**config.mk**
```make
export PLATFORM = sky130hd
export DESIGN_NAME = pr_copy_master_flat
export DESIGN_NICKNAME = d
export VERILOG_FILES = /design/src/rtl/pr_bus_pkg.sv /design/src/rtl/pr_copy_master_if.sv /design/src/rtl/pr_range_chk.sv /design/src/rtl/pr_copy_master.sv /design/src/flat_wrapper.sv
export SDC_FILE = /design/constraint.sdc
export NUM_CORES = 1
export LEC_CHECK = 0
export BUFFER_PORTS_ARGS = -buffer_cell sky130_fd_sc_hd__buf_2
export CORE_MARGIN = 2
export CORE_UTILIZATION = 54
export DETAILED_ROUTE_END_ITERATION = 7
export PLACE_DENSITY = 0.8
export SLEW_MARGIN = 20
export SYNTH_ARGS = -nofsm -noshare
export SYNTH_HDL_FRONTEND = slang
export SYNTH_SLANG_ARGS = --single-unit
```
**constraint.sdc**
```tcl
create_clock -name clk -period 4.3 [get_ports clk]
set_clock_uncertainty 0.15 [all_clocks]
set_input_delay 0 -clock clk [delete_from_list [all_inputs] [get_ports clk]]
set_output_delay 0 -clock clk [all_outputs]
set_load 0.01 [all_outputs]
```
**src/rtl/pr_bus_pkg.sv**
```systemverilog
// Shared definitions for the processor-side device bus: address map, word size,
// device bases and the copy-master state encoding.
package pr_bus_pkg;

  localparam int unsigned ADDR_W     = 32;
  localparam int unsigned DATA_W     = 32;
  localparam int unsigned WORD_BYTES = 4;

  localparam logic [ADDR_W-1:0] MAP_LO_DEF = 32'h0000_7F00;
  localparam logic [ADDR_W-1:0] MAP_HI_DEF = 32'h0000_7F43;

  localparam logic [ADDR_W-1:0] TIMER_BASE  = 32'h0000_7F00;
  localparam logic [ADDR_W-1:0] UART_BASE   = 32'h0000_7F10;
  localparam logic [ADDR_W-1:0] SWITCH_BASE = 32'h0000_7F2C;
  localparam logic [ADDR_W-1:0] LED_BASE    = 32'h0000_7F34;
  localparam logic [ADDR_W-1:0] TUBE_BASE   = 32'h0000_7F38;
  localparam logic [ADDR_W-1:0] KEY_BASE    = 32'h0000_7F40;

  typedef enum logic [2:0] {
    IDLE = 3'd0,
    REQ  = 3'd1,
    RD   = 3'd2,
    WR   = 3'd3,
    FIN  = 3'd4
  } state_e;

endpackage

```
**src/rtl/pr_copy_master_if.sv**
```systemverilog
// Device-bus signals plus arbiter handshake, seen from initiator and responder.
interface pr_copy_master_if;
  import pr_bus_pkg::*;

  logic              bus_req;
  logic              bus_gnt;
  logic [ADDR_W-1:0] pr_addr;
  logic              pr_we;
  logic [DATA_W-1:0] pr_wd;
  logic [DATA_W-1:0] pr_rd;

  modport master (
    output bus_req, pr_addr, pr_we, pr_wd,
    input  bus_gnt, pr_rd
  );

  modport slave (
    input  bus_req, pr_addr, pr_we, pr_wd,
    output bus_gnt, pr_rd
  );

endinterface

```
**src/rtl/pr_range_chk.sv**
```systemverilog
// Combinational legality check of one device word address against the map window.
module pr_range_chk
  import pr_bus_pkg::*;
#(
  parameter logic [ADDR_W-1:0] MAP_LO = MAP_LO_DEF,
  parameter logic [ADDR_W-1:0] MAP_HI = MAP_HI_DEF
) (
  input  logic [ADDR_W-1:0] addr,
  output logic              ok
);

  // The whole word must fit below MAP_HI, so the last legal start is MAP_HI-3.
  assign ok = (addr >= MAP_LO) &&
              (addr <= (MAP_HI - ADDR_W'(WORD_BYTES - 1))) &&
              (addr[1:0] == 2'b00);

endmodule

```
**src/rtl/pr_copy_master.sv**
```systemverilog
// Device-bus copy engine: moves COUNT words src->dst as atomic read/write pairs
// under an external arbiter and raises a level interrupt on completion.
module pr_copy_master
  import pr_bus_pkg::*;
#(
  parameter int unsigned       COUNT_W = 8,
  parameter logic [ADDR_W-1:0] MAP_LO  = MAP_LO_DEF,
  parameter logic [ADDR_W-1:0] MAP_HI  = MAP_HI_DEF
) (
  input  logic               clk,
  input  logic               reset,
  input  logic               start,
  input  logic [ADDR_W-1:0]  src_addr,
  input  logic [ADDR_W-1:0]  dst_addr,
  input  logic [COUNT_W-1:0] count,
  input  logic               src_inc,
  input  logic               dst_inc,
  input  logic               abort,
  input  logic               irq_ack,
  output logic               busy,
  output logic               done,
  output logic               err,
  output logic               aborted,
  output logic               irq,
  pr_copy_master_if.master   bus
);

  state_e             state_q, state_d;
  logic [ADDR_W-1:0]  src_q, src_d, dst_q, dst_d;
  logic [ADDR_W-1:0]  src_nxt, dst_nxt;
  logic [DATA_W-1:0]  data_q, data_d;
  logic [COUNT_W-1:0] rem_q, rem_d;
  logic               src_inc_q, src_inc_d, dst_inc_q, dst_inc_d;
  logic               abort_pend_q, abort_pend_d;
  logic               busy_q, busy_d, done_q, done_d;
  logic               err_q, err_d, aborted_q, aborted_d, irq_q, irq_d;
  logic               bus_req_q, bus_req_d, pr_we_q, pr_we_d;
  logic [ADDR_W-1:0]  pr_addr_q, pr_addr_d;
  logic [DATA_W-1:0]  pr_wd_q, pr_wd_d;
  logic               src_ok, dst_ok, irq_clr;

  // Addresses as they will be after the current cycle's post-write increment.
  assign src_nxt = (state_q == WR && src_inc_q) ? src_q + ADDR_W'(WORD_BYTES) : src_q;
  assign dst_nxt = (state_q == WR && dst_inc_q) ? dst_q + ADDR_W'(WORD_BYTES) : dst_q;

  pr_range_chk #(.MAP_LO(MAP_LO), .MAP_HI(MAP_HI)) u_src_chk (.addr(src_nxt), .ok(src_ok));
  pr_range_chk #(.MAP_LO(MAP_LO), .MAP_HI(MAP_HI)) u_dst_chk (.addr(dst_nxt), .ok(dst_ok));

  // Next-state, datapath and registered-output decode.
  always_comb begin
    state_d      = state_q;
    src_d        = src_q;
    dst_d        = dst_q;
    data_d       = data_q;
    rem_d        = rem_q;
    src_inc_d    = src_inc_q;
    dst_inc_d    = dst_inc_q;
    abort_pend_d = abort_pend_q;
    err_d        = err_q;
    aborted_d    = aborted_q;
    irq_d        = irq_q;
    irq_clr      = 1'b0;

    case (state_q)
      IDLE: begin
        if (start) begin
          src_d        = src_addr;
          dst_d        = dst_addr;
          rem_d        = count;
          src_inc_d    = src_inc;
          dst_inc_d    = dst_inc;
          err_d        = 1'b0;
          aborted_d    = 1'b0;
          abort_pend_d = 1'b0;
          irq_clr      = 1'b1;
          state_d      = (count == '0) ? FIN : REQ;
        end
      end
      REQ: begin
        if (abort) begin
          aborted_d = 1'b1;
          state_d   = FIN;
        end else if (bus.bus_gnt) begin
          if (src_ok && dst_ok) begin
            state_d = RD;
          end else begin
            err_d   = 1'b1;
            state_d = FIN;
          end
        end
      end
      RD: begin
        // Abort seen mid-pair is deferred until the word's write has gone out.
        data_d       = bus.pr_rd;
        abort_pend_d = abort_pend_q | abort;
        state_d      = WR;
      end
      WR: begin
        src_d        = src_nxt;
        dst_d        = dst_nxt;
        rem_d        = rem_q - COUNT_W'(1);
        abort_pend_d = 1'b0;
        if (rem_q == COUNT_W'(1)) begin
          state_d = FIN;
        end else if (abort || abort_pend_q) begin
          aborted_d = 1'b1;
          state_d   = FIN;
        end else if (bus.bus_gnt) begin
          if (src_ok && dst_ok) begin
            state_d = RD;
          end else begin
            err_d   = 1'b1;
            state_d = FIN;
          end
        end else begin
          state_d = REQ;
        end
      end
      FIN: begin
        abort_pend_d = 1'b0;
        state_d      = IDLE;
      end
      default: state_d = IDLE;
    endcase

    // Completion beats a coincident acknowledge.
    if (irq_clr || irq_ack) irq_d = 1'b0;
    if (state_q == FIN)     irq_d = 1'b1;

    busy_d    = (state_d != IDLE);
    done_d    = (state_d == FIN);
    bus_req_d = (state_d == REQ) || (state_d == RD) || (state_d == WR);
    pr_we_d   = (state_d == WR);
    pr_addr_d = pr_addr_q;
    pr_wd_d   = pr_wd_q;
    if (state_d == RD) pr_addr_d = src_d;
    if (state_d == WR) begin
      pr_addr_d = dst_d;
      pr_wd_d   = data_d;
    end
  end

  // State and output registers.
  always_ff @(posedge clk) begin
    if (!reset) begin
      state_q      <= IDLE;
      src_q        <= '0;
      dst_q        <= '0;
      data_q       <= '0;
      rem_q        <= '0;
      src_inc_q    <= 1'b0;
      dst_inc_q    <= 1'b0;
      abort_pend_q <= 1'b0;
      busy_q       <= 1'b0;
      done_q       <= 1'b0;
      err_q        <= 1'b0;
      aborted_q    <= 1'b0;
      irq_q        <= 1'b0;
      bus_req_q    <= 1'b0;
      pr_we_q      <= 1'b0;
      pr_addr_q    <= '0;
      pr_wd_q      <= '0;
    end else begin
      state_q      <= state_d;
      src_q        <= src_d;
      dst_q        <= dst_d;
      data_q       <= data_d;
      rem_q        <= rem_d;
      src_inc_q    <= src_inc_d;
      dst_inc_q    <= dst_inc_d;
      abort_pend_q <= abort_pend_d;
      busy_q       <= busy_d;
      done_q       <= done_d;
      err_q        <= err_d;
      aborted_q    <= aborted_d;
      irq_q        <= irq_d;
      bus_req_q    <= bus_req_d;
      pr_we_q      <= pr_we_d;
      pr_addr_q    <= pr_addr_d;
      pr_wd_q      <= pr_wd_d;
    end
  end

  assign busy        = busy_q;
  assign done        = done_q;
  assign err         = err_q;
  assign aborted     = aborted_q;
  assign irq         = irq_q;
  assign bus.bus_req = bus_req_q;
  assign bus.pr_we   = pr_we_q;
  assign bus.pr_addr = pr_addr_q;
  assign bus.pr_wd   = pr_wd_q;

endmodule

```
**src/flat_wrapper.sv**
```systemverilog
// flat-port wrapper written by rule: the top's interface ports become plain ports
module pr_copy_master_flat import pr_bus_pkg::*;
#(
  parameter int unsigned       COUNT_W = 8,
  parameter logic [ADDR_W-1:0] MAP_LO  = MAP_LO_DEF,
  parameter logic [ADDR_W-1:0] MAP_HI  = MAP_HI_DEF
)
  (clk, reset, start, src_addr, dst_addr, count, src_inc, dst_inc, abort, irq_ack, busy, done, err, aborted, irq, bus_bus_req, bus_pr_addr, bus_pr_we, bus_pr_wd, bus_bus_gnt, bus_pr_rd);
  pr_copy_master_if bus_i ();
  input  logic clk;
  input  logic reset;
  input  logic start;
  input  logic [ADDR_W-1:0] src_addr;
  input  logic [ADDR_W-1:0] dst_addr;
  input  logic [COUNT_W-1:0] count;
  input  logic src_inc;
  input  logic dst_inc;
  input  logic abort;
  input  logic irq_ack;
  output logic busy;
  output logic done;
  output logic err;
  output logic aborted;
  output logic irq;
  output wire logic [$bits(bus_i.bus_req)-1:0] bus_bus_req;
  output wire logic [$bits(bus_i.pr_addr)-1:0] bus_pr_addr;
  output wire logic [$bits(bus_i.pr_we)-1:0] bus_pr_we;
  output wire logic [$bits(bus_i.pr_wd)-1:0] bus_pr_wd;
  input wire logic [$bits(bus_i.bus_gnt)-1:0] bus_bus_gnt;
  input wire logic [$bits(bus_i.pr_rd)-1:0] bus_pr_rd;
  assign bus_bus_req = bus_i.bus_req;
  assign bus_pr_addr = bus_i.pr_addr;
  assign bus_pr_we = bus_i.pr_we;
  assign bus_pr_wd = bus_i.pr_wd;
  assign bus_i.bus_gnt = bus_bus_gnt;
  assign bus_i.pr_rd = bus_pr_rd;
  pr_copy_master #(.COUNT_W(COUNT_W), .MAP_LO(MAP_LO), .MAP_HI(MAP_HI)) u_core (.clk(clk), .reset(reset), .start(start), .src_addr(src_addr), .dst_addr(dst_addr), .count(count), .src_inc(src_inc), .dst_inc(dst_inc), .abort(abort), .irq_ack(irq_ack), .busy(busy), .done(done), .err(err), .aborted(aborted), .irq(irq), .bus(bus_i));
endmodule
```
# ---- Word level (Yosys, flattened, before mapping)
# Cells that the tools add are included.
dict set report word_totals {
  in_bits 112
  out_inout_bits 71
  ff_bits 181
  wordCells 103
}
dict set report op_classes {
  bitwise 1
  mux 36
  magnitude_cmp 4
  add_sub_neg 3
  n_reduce_logical 27
  n_eq_ne 15
}
# cell count
set op_table {}
lappend op_table {{$mux 32} 7}
lappend op_table {{$pmux 32 s2} 2}
lappend op_table {{$add 32x3->32 const B} 2}
lappend op_table {{$ge 32x15->1 const B} 2}
lappend op_table {{$le 32x15->1 const B} 2}
lappend op_table {{$mux 3} 8}
lappend op_table {{$pmux 8 s2} 1}
lappend op_table {{$mux 1} 13}
lappend op_table {{$eq 3x2->1 const B} 4}
lappend op_table {{$ne 2x2->1 const B} 6}
lappend op_table {{$pmux 3 s4} 1}
lappend op_table {{$reduce_and 5->1} 2}
lappend op_table {{$pmux 1 s3} 3}
lappend op_table {{$reduce_bool 3->1} 3}
lappend op_table {{$eq 8x1->1 const B} 1}
lappend op_table {{$logic_not 8->1} 1}
lappend op_table {{$mux 8} 1}
lappend op_table {{$sub 8x1->8 const B} 1}
lappend op_table {{$logic_and 1x1->1} 7}
lappend op_table {{$eq 3x1->1 const B} 2}
lappend op_table {{$eq 3x3->1 const B} 2}
lappend op_table {{$reduce_and 2->1} 3}
lappend op_table {{$reduce_bool 2->1} 3}
lappend op_table {{$logic_not 2->1} 2}
lappend op_table {{4 further kinds} 7}

# ---- Longest topological paths before layout
# Gate-level depths: netlist of the first run.
dict set report logic_depth {
  depth_word 15
  ltp_mapped 14
  mapped_depth_nobuf 10
}

# ---- By module
# Synthesis of the first run repeated with hierarchy kept, for this count alone.
dict set report unflattened {
  cells_unflattened 1022
  hier_area_um2 7940.1
}
# module seq_area_each_um2 instances cells_each area_per_inst_um2
set modules_own_cells {}
lappend modules_own_cells {pr_copy_master 2982.9 1 996 7732.4}
lappend modules_own_cells {pr_range_chk 0.0 2 13 103.8}

# ---- Worst setup path after synthesis of the first run
# OpenSTA, ideal clock, no wires.
dict set report synth_path {
  path_kind {register -> register}
  start {reg u_core.src_q[2]}
  end {reg u_core.pr_addr_q[11] (netlist: u_core.bus.pr_addr[11])}
  period_less_slack_ns 3.342
  path_buffers 3
  arrival_ns 3.106
  setup_ns 0.086
  stages_incl_launch_ff 14
  slack_ns 0.958
  required_ns 4.064
  cell_sequence {dfxtp_1 ha_1 clkbuf_1 and3_1 nand4_1 nor4_1 mux2_2 o22a_1 nor3_1 nand4_1 and2_1 buf_6 buf_6 a221oi_2}
}
dict set report synth_between {
  elab_chain_cells 13
  word_cells_on_any_way 20
  cone_classes {add/sub (1); order compare (2); eq/ne (2); mux (11); reduce/logical (4)}
}
# item line_no
set synth_rtl {}
lappend synth_rtl {{start: declaration} pr_copy_master.sv:29} ;# logic [ADDR_W-1:0] src_q, src_d, dst_q, dst_d;
lappend synth_rtl {{start signal: assignment} pr_copy_master.sv:165} ;# src_q <= src_d;
lappend synth_rtl {{$add 32x3->32} pr_copy_master.sv:43} ;# assign src_nxt = (state_q == WR && src_inc_q) ? src_q + ADDR_W'(WORD_BYTES) : src_q;
lappend synth_rtl {{$mux 32 (*)} pr_copy_master.sv:43}
lappend synth_rtl {{$ge 32x15->1 / $le 32x15->1 (equally long branches)} {pr_range_chk.sv:13, pr_range_chk.sv:14}}
lappend synth_rtl {{$logic_and 1x1->1} pr_range_chk.sv:13} ;# assign ok = (addr >= MAP_LO) &&
lappend synth_rtl {{$logic_and 1x1->1} pr_range_chk.sv:14} ;# (addr <= (MAP_HI - ADDR_W'(WORD_BYTES - 1))) &&
lappend synth_rtl {{$logic_and 1x1->1} {pr_copy_master.sv:84, pr_copy_master.sv:109}}
lappend synth_rtl {{$mux 3} {pr_copy_master.sv:84, pr_copy_master.sv:109}}
lappend synth_rtl {{$mux 3} pr_copy_master.sv:108} ;# end else if (bus.bus_gnt) begin
lappend synth_rtl {{$mux 3} pr_copy_master.sv:105} ;# end else if (abort || abort_pend_q) begin
lappend synth_rtl {{$mux 3} pr_copy_master.sv:103} ;# if (rem_q == COUNT_W'(1)) begin
lappend synth_rtl {{$pmux 3 s4} pr_copy_master.sv:64} ;# case (state_q)
lappend synth_rtl {{$eq 3x2->1 (on tied branches)} {pr_copy_master.sv:137, pr_copy_master.sv:136}}
lappend synth_rtl {{$mux 32 / $reduce_bool 2->1 (equally long branches)} -}
lappend synth_rtl {{end signal: assignment} pr_copy_master.sv:179} ;# pr_addr_q <= pr_addr_d;
lappend synth_rtl {{end: declaration} pr_copy_master.sv:38} ;# logic [ADDR_W-1:0] pr_addr_q, pr_addr_d;
# Mark *: on every way between the ends. The rest lies on a longest branch, timed or not. The select of a mux whose other input is x is not followed.
# A chain may end at the register's enable or synchronous reset.

# ---- Worst setup path in the final report of the first run
dict set report layout_path {
  start {reg u_core.state_q[1]}
  end {reg u_core.err_q (netlist: u_core.err)}
}
dict set report layout_between {
  elab_chain_cells 12
  word_cells_on_any_way 30
  cone_classes {order compare (4); eq/ne (6); mux (8); reduce/logical (12)}
}
# item line_no
set layout_rtl {}
lappend layout_rtl {{start: declaration} pr_copy_master.sv:28} ;# state_e state_q, state_d;
lappend layout_rtl {{start signal: assignment} pr_copy_master.sv:164} ;# state_q <= state_d;
lappend layout_rtl {{$eq 3x2->1} {pr_copy_master.sv:43, pr_copy_master.sv:44, pr_copy_master.sv:64}}
lappend layout_rtl {{$logic_and 1x1->1 (on tied branches)} {pr_copy_master.sv:43, pr_copy_master.sv:44}}
lappend layout_rtl {{$mux 32 (on tied branches)} {pr_copy_master.sv:43, pr_copy_master.sv:44}}
lappend layout_rtl {{$ge 32x15->1 / $le 32x15->1 (equally long branches)} {pr_range_chk.sv:13, pr_range_chk.sv:14}}
lappend layout_rtl {{$logic_and 1x1->1} pr_range_chk.sv:13}
lappend layout_rtl {{$logic_and 1x1->1} pr_range_chk.sv:14}
lappend layout_rtl {{$logic_and 1x1->1} {pr_copy_master.sv:84, pr_copy_master.sv:109}}
lappend layout_rtl {{$mux 1 (4 in series)} -}
lappend layout_rtl {{$pmux 1 s3} pr_copy_master.sv:64}
lappend layout_rtl {{end signal: assignment} pr_copy_master.sv:174} ;# err_q <= err_d;
lappend layout_rtl {{end: declaration} pr_copy_master.sv:36} ;# logic err_q, err_d, aborted_q, aborted_d, irq_q, irq_d;
# Parallel ways exist; a longest one is shown, timed or not. The select of a mux whose other input is x is not followed.

==> results of run 1 <==
-- logic make-up after synthesis --
family	synth area share, %
AO/OA/AOI/OAI	22.7
XOR/XNOR	2.54
adder cells (fa/ha/maj)	0.631
buffers and inverters	5.52
flip-flops	37.6
multiplexers	1.44
AND/OR/NAND/NOR	29.6
-- state kept, by name, summed over array words and instances (netlist names), 3 cells and up --
| signal | count |
|---|---|
| u_core.bus.pr_wd | 32 |
| u_core.state_q | 3 |
| u_core.bus.pr_addr | 32 |
| u_core.src_q | 32 |
| u_core.rem_q | 8 |
| u_core.dst_q | 32 |
-- final cells by class --
class                      instances  area, µm²  share of cell area, %
clock buffer                      18        439                   4.13
clock inverter                    14        189                   1.78
inverter                          22       83.8                  0.789
multi-input combinational        792       4530                   42.6
sequential                       149       2980                   28.1
tap                              184        230                   2.17
timing repair buffer             311       2170                   20.4
-- layer usage --
metal	routed length, µm	GRT usage (%)	vias up	part of all wire [%]
met5	0	0	-	0
met4	980	15.3	0	3.4
met3	2680	9.46	94	9.4
met2	13200	57.4	563	46
met1	11800	45.6	4408	41
li1	-	-	4327	-
-- path summary, 6_finish.rpt --
check	startpoint	endpoint	slack, ns	cells past startpoint
worst max register to register	u_core.state_q[1]	u_core.err	0.30	11
worst min register to register	u_core.bus.pr_wd[13]	u_core.bus.pr_wd[13]	0.31	2
worst max-delay path	u_core.state_q[1]	u_core.err	0.30	11
worst min-delay path	reset	u_core.bus.pr_addr[16]	0.05	3
-- tightest hold or removal path, delay by kind of cell --
kind	cells	cell delay, ns
AOI/OAI and AO/OA	1	0.06
buffers and inverters	1	0.35
and+or+nand+nor	1	0.16
-- cells in the final DEF (no fill, tap or decap), types with 9 or more instances in the layout --
cell type and n:
sky130_fd_sc_hd__o211ai_1 9, sky130_fd_sc_hd__nand3_1 43, sky130_fd_sc_hd__buf_2 182, sky130_fd_sc_hd__o21ai_0 46, sky130_fd_sc_hd__nand4_1 24, sky130_fd_sc_hd__or3_1 9
sky130_fd_sc_hd__clkbuf_16 17, sky130_fd_sc_hd__nor2_1 110, sky130_fd_sc_hd__dfxtp_1 148, sky130_fd_sc_hd__xnor2_1 15, sky130_fd_sc_hd__a222oi_1 12, sky130_fd_sc_hd__nor4_1 13
sky130_fd_sc_hd__and3_1 17, sky130_fd_sc_hd__dlygate4sd3_1 112, sky130_fd_sc_hd__o22ai_1 17, sky130_fd_sc_hd__a21oi_1 93, sky130_fd_sc_hd__inv_1 21, sky130_fd_sc_hd__a221oi_1 33
sky130_fd_sc_hd__nand2_1 168, sky130_fd_sc_hd__buf_4 16, sky130_fd_sc_hd__nor3_1 33, sky130_fd_sc_hd__and4_1 11
-- repair_timing --
action,4_1_cts,5_1_grt
hold endpoints to repair,145,0
setup buffers,0,0
resized for setup,0,3
endpoints found under the setup margin,0,5
hold buffers,112,0
-- power by group through the flow --
stage	Clock [mW]	Combinational (mW)	Sequential [mW]
after floorplan	0	0.270	1.51
after global placement	0	0.388	1.55
after detailed placement	0	0.392	1.55
after CTS	1.62	0.473	1.52
after global routing	1.67	0.532	1.53
final	1.61	0.492	1.52
==> flow_metrics.env, run 1 <==
export IMPL_postSynthAreaPerCell_um2=7.57
export IMPL_routed_via_density=6.30
export IMPL_place_congestion=0.978
export IMPL_floorplan_core_area_um2=14400
export IMPL_placed_cells=1346
export IMPL_grt_remaining_overflow=0
export IMPL_post_dp_hpwl_mm=18.0
export IMPL_max_freq_mhz=250
export IMPL_synthTopCellsByArea="sky130_fd_sc_hd__dfxtp_1 38%, sky130_fd_sc_hd__nand2_1 8.0%, sky130_fd_sc_hd__a21oi_1 5.9%"
export IMPL_path_cells="and3b_1 > buf_4 > nand2_1 > nor4_2 > nand4_1 > a22o_1 > nor4_1 > and3_1 > a31o_2 > a31oi_1 > dlygate4sd3_1"
export IMPL_final_critical_path_setup_slack_ns=0.304
export IMPL_grt_max_degree=70
export IMPL_synthFlopType="sky130_fd_sc_hd__dfxtp_1"
export IMPL_synth_cell_area_um2=7930
export IMPL_ys_seq_area_share_pct=37.6
export IMPL_number_of_synthesized_flops_with_an_enable_pin=0
export IMPL_powerDensity_nw_per_um2=341
export IMPL_ir_drop_uv=508
export IMPL_fill_cells=1061
export IMPL_io_buffer_count=182
export IMPL_synth_nets=1163
export IMPL_power_internal_mw=2.62
export IMPL_final_core_utilization_pct=73.7
export IMPL_die_span_in_y_um=125
export IMPL_die_area_um2=15700
export IMPL_grt_pass1_wl_mm=45.9
export IMPL_switchingPower_mw=1.01
export IMPL_worst_slew_pin_slew_ns=0.827
export IMPL_synth_common_cells="168 x sky130_fd_sc_hd__nand2_1, 149 x sky130_fd_sc_hd__dfxtp_1, 111 x sky130_fd_sc_hd__nor2_1, 94 x sky130_fd_sc_hd__a21oi_1, 63 x sky130_fd_sc_hd__clkbuf_1"
export IMPL_fin_tns_setup_ns=0
export IMPL_clock_sinks=149
export IMPL_power_share_combinational_pct=13.5
export IMPL_power_share_clock_pct=44.5
export IMPL_switching_share_pct=27.8
export IMPL_crit_arrival_ns=4.16
export IMPL_power_static_leakage_nw=4.29
export IMPL_final_cell_count_no_fill=1490
export IMPL_max_stage_delay_ns=0.58
export IMPL_antenna_found_initial=0
export IMPL_yosys_warnings=0
export IMPL_path_buf_inv=2
export IMPL_timing_critical_path_slowest_stage_cell="sky130_fd_sc_hd__dlygate4sd3_1"
export IMPL_stdcell_area_um2=10600
export IMPL_diodes=0
export IMPL_status="finished clean"
export IMPL_io_pins=183
export IMPL_synthCells=1047
export IMPL_end_kind="flip-flop"
export IMPL_total_routing_usage_reported_by_global_routing_pct=35.8
export IMPL_number_of_standard_cell_rows_in_the_floorplan=44
export IMPL_post_synth_top_count_cell="sky130_fd_sc_hd__nand2_1"
export IMPL_cts_root_buffer="sky130_fd_sc_hd__clkbuf_16"
export IMPL_dpl_instance_area_um2=8870
export IMPL_drive_above_1_share_pct=19.4
export IMPL_final_hold_worst_slack_ns=0.0465
export IMPL_crit_family="simple AND/OR/NAND/NOR gates"
export IMPL_cap_violations=0
export IMPL_worstSetupPathType="flip-flop to flip-flop"
export IMPL_period_minus_slack_ns=4.00
export IMPL_clock_tree_htree_level_count=4
export IMPL_clock_insertion_delay_worst_skew_ns=0.44
export IMPL_setup_violations_final=0
export IMPL_synth_cell_type_count=75
export IMPL_area_delta_synth_final_pct=34.1
export IMPL_drc_violations_left=0
export IMPL_pre_cts_slack_ns=0.333
export IMPL_overall_power_mw=3.63
export IMPL_dr_first_iter_drc_count=1135
export IMPL_post_route_clock_period_utilization_pct=92.9
export IMPL_maxSlewViolCount=0
export IMPL_floorplan_initialDensity_pct=55.0
export IMPL_ant_nets=0
export IMPL_synth_area_leader_cell="sky130_fd_sc_hd__dfxtp_1"
export IMPL_ys_ff_latch=149
export IMPL_cts_clk_slew_worst_paths_ns=0.06
export IMPL_relSlewSlack_pct=44.9
export IMPL_grt_pass1_vias=9042
export IMPL_start_kind="flip-flop"
export IMPL_rsz0062_at_grt="no"
export IMPL_cts_tree="built"
export IMPL_final_layout_net_count=1409
export IMPL_via_count=9392
export IMPL_routed_wirelength_mm=28.6
export IMPL_worstPathRequired_ns=4.47
export IMPL_detail_route_wl_per_cell_um=19.2
export IMPL_async_flop_share_pct=0
export IMPL_cts_buffers=17
export IMPL_final_hold_viol_count=0
export IMPL_detail_route_first_pass_iterations=8
export IMPL_power_frac_seq_pct=42.0
export IMPL_hp_class="primary input to flip-flop"
export IMPL_cts_root_to_sink_buffers=2
export IMPL_post_synth_top_area_fraction_pct=37.6
export IMPL_maximum_fanout_along_the_worst_path=21
export IMPL_horiz_die_dim_um=125
(Power assumes the default switching activity.)
==> run 2: changes to the inputs <==
Settings changed: ABC_AREA set to 1, PLACE_DENSITY 0.8 to 0.79.
==> flow_metrics.env, run 2 <==
export IMPL_status="finished clean"
export IMPL_detail_route_wl_per_cell_um=16.3
export IMPL_area_delta_synth_final_pct=32.7
export IMPL_drive_above_1_share_pct=17.7
export IMPL_routed_via_density=5.52
export IMPL_clock_insertion_delay_worst_skew_ns=0.44
export IMPL_final_core_utilization_pct=72.8
export IMPL_synth_nets=1404
export IMPL_clock_sinks=149
export IMPL_powerDensity_nw_per_um2=309
export IMPL_synthCells=1288
export IMPL_synth_common_cells="401 x sky130_fd_sc_hd__nand2_1, 172 x sky130_fd_sc_hd__nor2_1, 149 x sky130_fd_sc_hd__dfxtp_1, 138 x sky130_fd_sc_hd__inv_1, 82 x sky130_fd_sc_hd__nand3_1"
export IMPL_final_common_cell="sky130_fd_sc_hd__nand2_1"
export IMPL_worstSetupPathType="flip-flop to flip-flop"
export IMPL_number_of_standard_cell_rows_in_the_floorplan=45
export IMPL_antenna_found_initial=0
export IMPL_period_minus_slack_ns=3.88
export IMPL_max_freq_mhz=258
export IMPL_synth_cell_area_um2=8280
export IMPL_number_of_synthesized_flops_with_an_enable_pin=0
export IMPL_pre_cts_slack_ns=0.674
export IMPL_final_layout_net_count=1676
export IMPL_die_area_um2=16300
export IMPL_dr_first_iter_drc_count=1280
export IMPL_cts_root_buffer="sky130_fd_sc_hd__clkbuf_16"
export IMPL_crit_arrival_ns=4.06
export IMPL_drc_violations_left=0
export IMPL_clock_tree_htree_level_count=4
export IMPL_grt_remaining_overflow=0
export IMPL_horiz_die_dim_um=128
export IMPL_maximum_fanout_along_the_worst_path=16
export IMPL_grt_pass1_wl_mm=46.2
export IMPL_worst_slew_pin_slew_ns=0.881
export IMPL_post_dp_hpwl_mm=18.8
export IMPL_io_pins=183
export IMPL_diodes=0
export IMPL_grt_max_degree=107
export IMPL_cap_violations=0
export IMPL_end_kind="flip-flop"
export IMPL_yosys_warnings=0
export IMPL_ant_nets=0
export IMPL_final_hold_viol_count=0
export IMPL_synth_area_leader_cell="sky130_fd_sc_hd__dfxtp_1"
export IMPL_post_synth_top_area_fraction_pct=36.0
export IMPL_power_static_leakage_nw=4.83
export IMPL_setup_violations_final=0
export IMPL_rsz0062_at_grt="no"
export IMPL_via_count=9723
export IMPL_synth_cell_type_count=43
export IMPL_stdcell_area_um2=11000
export IMPL_synthFlopType="sky130_fd_sc_hd__dfxtp_1"
export IMPL_post_route_clock_period_utilization_pct=90.3
export IMPL_total_routing_usage_reported_by_global_routing_pct=35.6
export IMPL_final_critical_path_setup_slack_ns=0.417
export IMPL_postSynthAreaPerCell_um2=6.43
export IMPL_place_congestion=1.02
export IMPL_final_cell_count_no_fill=1761
export IMPL_floorplan_core_area_um2=15100
export IMPL_floorplan_initialDensity_pct=54.9
export IMPL_commonest_cells_after_routing_fill_and_taps_aside="400 x sky130_fd_sc_hd__nand2_1, 182 x sky130_fd_sc_hd__buf_2, 172 x sky130_fd_sc_hd__nor2_1"
export IMPL_placed_cells=1612
export IMPL_worstPathRequired_ns=4.48
export IMPL_detail_route_first_pass_iterations=6
export IMPL_routed_wirelength_mm=28.8
export IMPL_ir_drop_uv=426
export IMPL_post_cts_buffers=0
export IMPL_synthTopCellsByArea="sky130_fd_sc_hd__dfxtp_1 36%, sky130_fd_sc_hd__nand2_1 18%, sky130_fd_sc_hd__nor2_1 7.8%"
export IMPL_hp_class="primary input to flip-flop"
export IMPL_post_synth_top_count_cell="sky130_fd_sc_hd__nand2_1"
export IMPL_cts_tree="built"
export IMPL_final_hold_worst_slack_ns=0.204
export IMPL_async_flop_share_pct=0
export IMPL_cts_root_to_sink_buffers=2
export IMPL_ys_seq_area_share_pct=36.0
export IMPL_relSlewSlack_pct=41.2
export IMPL_cts_clk_slew_worst_paths_ns=0.07
export IMPL_dpl_instance_area_um2=9260
export IMPL_start_kind="flip-flop"
export IMPL_die_span_in_y_um=128
export IMPL_grt_pass1_vias=9349
export IMPL_ys_ff_latch=149
export IMPL_overall_power_mw=3.40
export IMPL_reg2reg_setup_slack_ns=0.42
export IMPL_fin_tns_setup_ns=0
export IMPL_maxSlewViolCount=0
export IMPL_io_buffer_count=182
export IMPL_cts_buffers=17
[run 2: cell families after synthesis]
logic type | Yosys count | share of synthesized area, %
AND/OR/NAND/NOR | 734 | 37.6
buffers and inverters | 200 | 9.64
AO/OA/AOI/OAI | 182 | 14.1
flip-flops | 149 | 36.0
XOR/XNOR | 17 | 1.80
adder cells (fa/ha/maj) | 4 | 0.604
multiplexers | 2 | 0.242
[run 2: per-layer routing]
| metal | track usage (%) | vias up | routed length [µm] |
|---|---|---|---|
| li1 | - | 4698 | - |
| met1 | 45.4 | 4436 | 12200 |
| met2 | 57.8 | 502 | 13200 |
| met3 | 8.81 | 87 | 2530 |
| met4 | 14.2 | 0 | 891 |
| met5 | 0 | - | 0 |
[run 2: critical path, stage by stage (launching register included)]
cell and delay [ns]:
sky130_fd_sc_hd__dfxtp_1 0.44, sky130_fd_sc_hd__inv_2 0.15, sky130_fd_sc_hd__nand3_2 0.34, sky130_fd_sc_hd__nor2_4 0.40, sky130_fd_sc_hd__nand2_1 0.18, sky130_fd_sc_hd__nor2_1 0.26
sky130_fd_sc_hd__nand3_1 0.11, sky130_fd_sc_hd__nand2_1 0.10, sky130_fd_sc_hd__nand2_1 0.06, sky130_fd_sc_hd__nor3_1 0.26, sky130_fd_sc_hd__nand3_1 0.15, sky130_fd_sc_hd__nor2_2 0.17
sky130_fd_sc_hd__nand2_1 0.10, sky130_fd_sc_hd__nand2_1 0.13, sky130_fd_sc_hd__nand2_1 0.07, sky130_fd_sc_hd__nand3_1 0.08, sky130_fd_sc_hd__a21oi_1 0.06, sky130_fd_sc_hd__dlygate4sd3_1 0.55
[run 2: what timing repair did]
item / 4_1_cts / 5_1_grt
resized for setup: 0 / 0
hold buffers: 117 / 0
hold endpoints to repair: 133 / 0
[run 2: area by class of cell]
| type | instances | area [µm²] |
|---|---|---|
| clock buffers | 21 | 460 |
| clock inverters | 11 | 92.6 |
| fillers | 1244 | 4100 |
| inverters | 142 | 541 |
| multi-input cells | 939 | 4500 |
| flip-flops and latches | 149 | 2980 |
| well taps | 188 | 235 |
| repair buffers | 311 | 2170 |
[run 2: final timing paths]
path / start / end / cells past startpoint
worst min register to register: u_core.bus.pr_addr[16] / u_core.bus.pr_addr[16] / 2
worst max-delay path: u_core.state_q[2] / u_core.err / 17
worst min-delay path: bus_pr_rd[5] / u_core.bus.pr_wd[5] / 4
worst max register to register: u_core.state_q[2] / u_core.err / 17
[run 2: power breakdown]
group          leakage (nW)  switching, mW  internal (mW)
logic                  3.36          0.275          0.218
registers              1.21         0.0615           1.43
clock network         0.255          0.633          0.778
==> run 3: changes to the inputs <==
--- a/config.mk
+++ b/config.mk
@@ -7,9 +7,10 @@
 export LEC_CHECK = 0
 export ABC_AREA = 1
-export BUFFER_PORTS_ARGS = -buffer_cell sky130_fd_sc_hd__buf_2
 export CORE_MARGIN = 2
-export CORE_UTILIZATION = 54
+export CORE_UTILIZATION = 60
 export DETAILED_ROUTE_END_ITERATION = 7
-export PLACE_DENSITY = 0.79
+export DONT_BUFFER_PORTS = 1
+export PLACE_DENSITY = 0.76
+export SKIP_CTS_REPAIR_TIMING = 1
 export SLEW_MARGIN = 20
 export SYNTH_ARGS = -nofsm -noshare
==> constraint.sdc (replaced) <==
create_clock -name clk -period 4.3 [get_ports clk]
set_clock_uncertainty 0.15 [all_clocks]
set_input_delay 0.86 -clock clk [delete_from_list [all_inputs] [get_ports clk]]
set_output_delay 0.86 -clock clk [all_outputs]
set_load 0.01 [all_outputs]
==> flow_metrics.env, run 3 (synthesized netlist as in run 2, its figures left out) <==
export IMPL_drc_violations_left=0
export IMPL_die_span_in_y_um=121
export IMPL_cap_violations=0
export IMPL_io_buffer_count=0
export IMPL_worstPathRequired_ns=4.43
export IMPL_antenna_found_initial=0
export IMPL_floorplan_core_area_um2=13300
export IMPL_io_pins=183
export IMPL_power_static_leakage_nw=3.52
export IMPL_relSlewSlack_pct=38.7
export IMPL_cts_buffers=17
export IMPL_cts_clk_slew_worst_paths_ns=0.07
export IMPL_reg2reg_setup_slack_ns=0.58
export IMPL_grt_pass1_vias=7500
export IMPL_total_routing_usage_reported_by_global_routing_pct=33.1
export IMPL_post_route_clock_period_utilization_pct=86.6
export IMPL_critical_path_startpoint="u_core.state_q[2]"
export IMPL_area_delta_synth_final_pct=7.33
export IMPL_via_count=8327
export IMPL_dr_first_iter_drc_count=908
export IMPL_worst_slew_pin_slew_ns=0.919
export IMPL_powerDensity_nw_per_um2=369
export IMPL_maximum_fanout_along_the_worst_path=27
export IMPL_final_common_cell="sky130_fd_sc_hd__nand2_1"
export IMPL_setup_violations_final=0
export IMPL_grt_pass1_wl_mm=38.3
export IMPL_detail_route_wl_per_cell_um=16.7
export IMPL_rr_endpoint="u_core.bus.pr_addr[22]"
export IMPL_post_dp_hpwl_mm=17.4
export IMPL_maxSlewViolCount=0
export IMPL_crit_arrival_ns=3.86
export IMPL_overall_power_mw=3.28
export IMPL_placed_cells=1416
export IMPL_detail_route_first_pass_iterations=6
export IMPL_diodes=0
export IMPL_max_freq_mhz=269
export IMPL_grt_max_degree=68
export IMPL_ir_drop_uv=300
export IMPL_fin_tns_setup_ns=0
export IMPL_rsz0062_at_grt="no"
export IMPL_end_kind="flip-flop"
export IMPL_horiz_die_dim_um=121
export IMPL_place_congestion=0.989
export IMPL_grt_remaining_overflow=0
export IMPL_clock_insertion_delay_worst_skew_ns=0.44
export IMPL_drive_above_1_share_pct=7.47
export IMPL_routed_wirelength_mm=24.2
export IMPL_ant_nets=0
export IMPL_start_kind="flip-flop"
export IMPL_endpoint="u_core.bus.pr_addr[22]"
export IMPL_hp_class="flip-flop to flip-flop"
export IMPL_cts_root_buffer="sky130_fd_sc_hd__clkbuf_16"
export IMPL_final_cell_count_no_fill=1448
export IMPL_worst_r2r_path_depth=16
export IMPL_clock_tree_htree_level_count=4
export IMPL_r2r_start="u_core.state_q[2]"
export IMPL_floorplan_initialDensity_pct=62.1
export IMPL_final_hold_viol_count=0
export IMPL_final_layout_net_count=1375
export IMPL_clock_sinks=149
export IMPL_status="finished clean"
export IMPL_die_area_um2=14800
export IMPL_commonest_cells_after_routing_fill_and_taps_aside="401 x sky130_fd_sc_hd__nand2_1, 172 x sky130_fd_sc_hd__nor2_1, 149 x sky130_fd_sc_hd__dfxtp_1"
export IMPL_final_hold_worst_slack_ns=0.320
export IMPL_worstSetupPathType="flip-flop to flip-flop"
export IMPL_cts_root_to_sink_buffers=2
export IMPL_cts_tree="built"
export IMPL_number_of_standard_cell_rows_in_the_floorplan=42
export IMPL_routed_via_density=5.75
export IMPL_period_minus_slack_ns=3.72
[run 3: cell types whose count changed in the layout (fill, tap and decap cells not counted), moves of 2 or more]
cell / before / now
sky130_fd_sc_hd__buf_2: 182 / 0
sky130_fd_sc_hd__dlygate4sd3_1: 117 / 0
sky130_fd_sc_hd__buf_4: 12 / 10
sky130_fd_sc_hd__clkbuf_1: 2 / 0
sky130_fd_sc_hd__inv_8: 1 / 3
[run 3: layout make-up]
cell class,instances,area [µm²]
inverters,142,538
well taps,176,220
fillers,1252,4460
multi-input cells,939,4500
repair buffers,10,75.1
clock buffers,18,439
clock inverters,14,133
flip-flops and latches,149,2980
[run 3: layer usage]
metal / up-vias / routed length [µm] / global-route usage (%)
met5: - / 0 / 0
met4: 0 / 370 / 9.12
met3: 33 / 2440 / 9.54
met2: 403 / 10900 / 51.1
met1: 3782 / 10500 / 45.1
li1: 4109 / - / -
[run 3: critical path: stages (launching register included)]
cell	delay [ns]
sky130_fd_sc_hd__dfxtp_1	0.43
sky130_fd_sc_hd__inv_2	0.14
sky130_fd_sc_hd__nand3_2	0.40
sky130_fd_sc_hd__nor2_4	0.43
sky130_fd_sc_hd__nand2_1	0.16
sky130_fd_sc_hd__nor2_1	0.23
sky130_fd_sc_hd__nand4_1	0.11
sky130_fd_sc_hd__nand2_1	0.15
sky130_fd_sc_hd__nand2_1	0.06
sky130_fd_sc_hd__nor3_1	0.21
sky130_fd_sc_hd__nand3_1	0.16
sky130_fd_sc_hd__nor2_2	0.16
sky130_fd_sc_hd__nand3_2	0.07
sky130_fd_sc_hd__nand2_2	0.29
sky130_fd_sc_hd__inv_4	0.21
sky130_fd_sc_hd__nand2_1	0.11
sky130_fd_sc_hd__a21oi_1	0.06
[run 3: per-stage QoR]
stage	util [%]	setup slack, ns	area, µm²
CTS	66.6	0.641	8890
global placement	62.3	0.724	8320
finish	66.6	0.576	8890
global route	66.6	0.265	8890
detailed placement	62.3	0.684	8320
floorplan	-	1.82	8280
[run 3: power by group]
group,internal [mW],switching (mW),total [mW],leakage (nW)
Combinational,0.110,0.221,0.331,2.03
Sequential,1.43,0.0640,1.50,1.21
Clock,0.779,0.674,1.45,0.269
[run 3: how the worst min path moves through the flow]
stage | from | to | slack [ns] | depth (start not counted)
2_1_floorplan | u_core.src_q[1] | u_core.src_q[1] | 0.29 | 2
3_3_place_gp | u_core.src_q[1] | u_core.src_q[1] | 0.30 | 2
3_5_place_dp | u_core.src_q[1] | u_core.src_q[1] | 0.31 | 2
4_1_cts | u_core.src_q[1] | u_core.src_q[1] | 0.32 | 2
5_1_grt | u_core.src_q[1] | u_core.src_q[1] | 0.36 | 2
6_report | u_core.src_q[0] | u_core.src_q[0] | 0.32 | 2
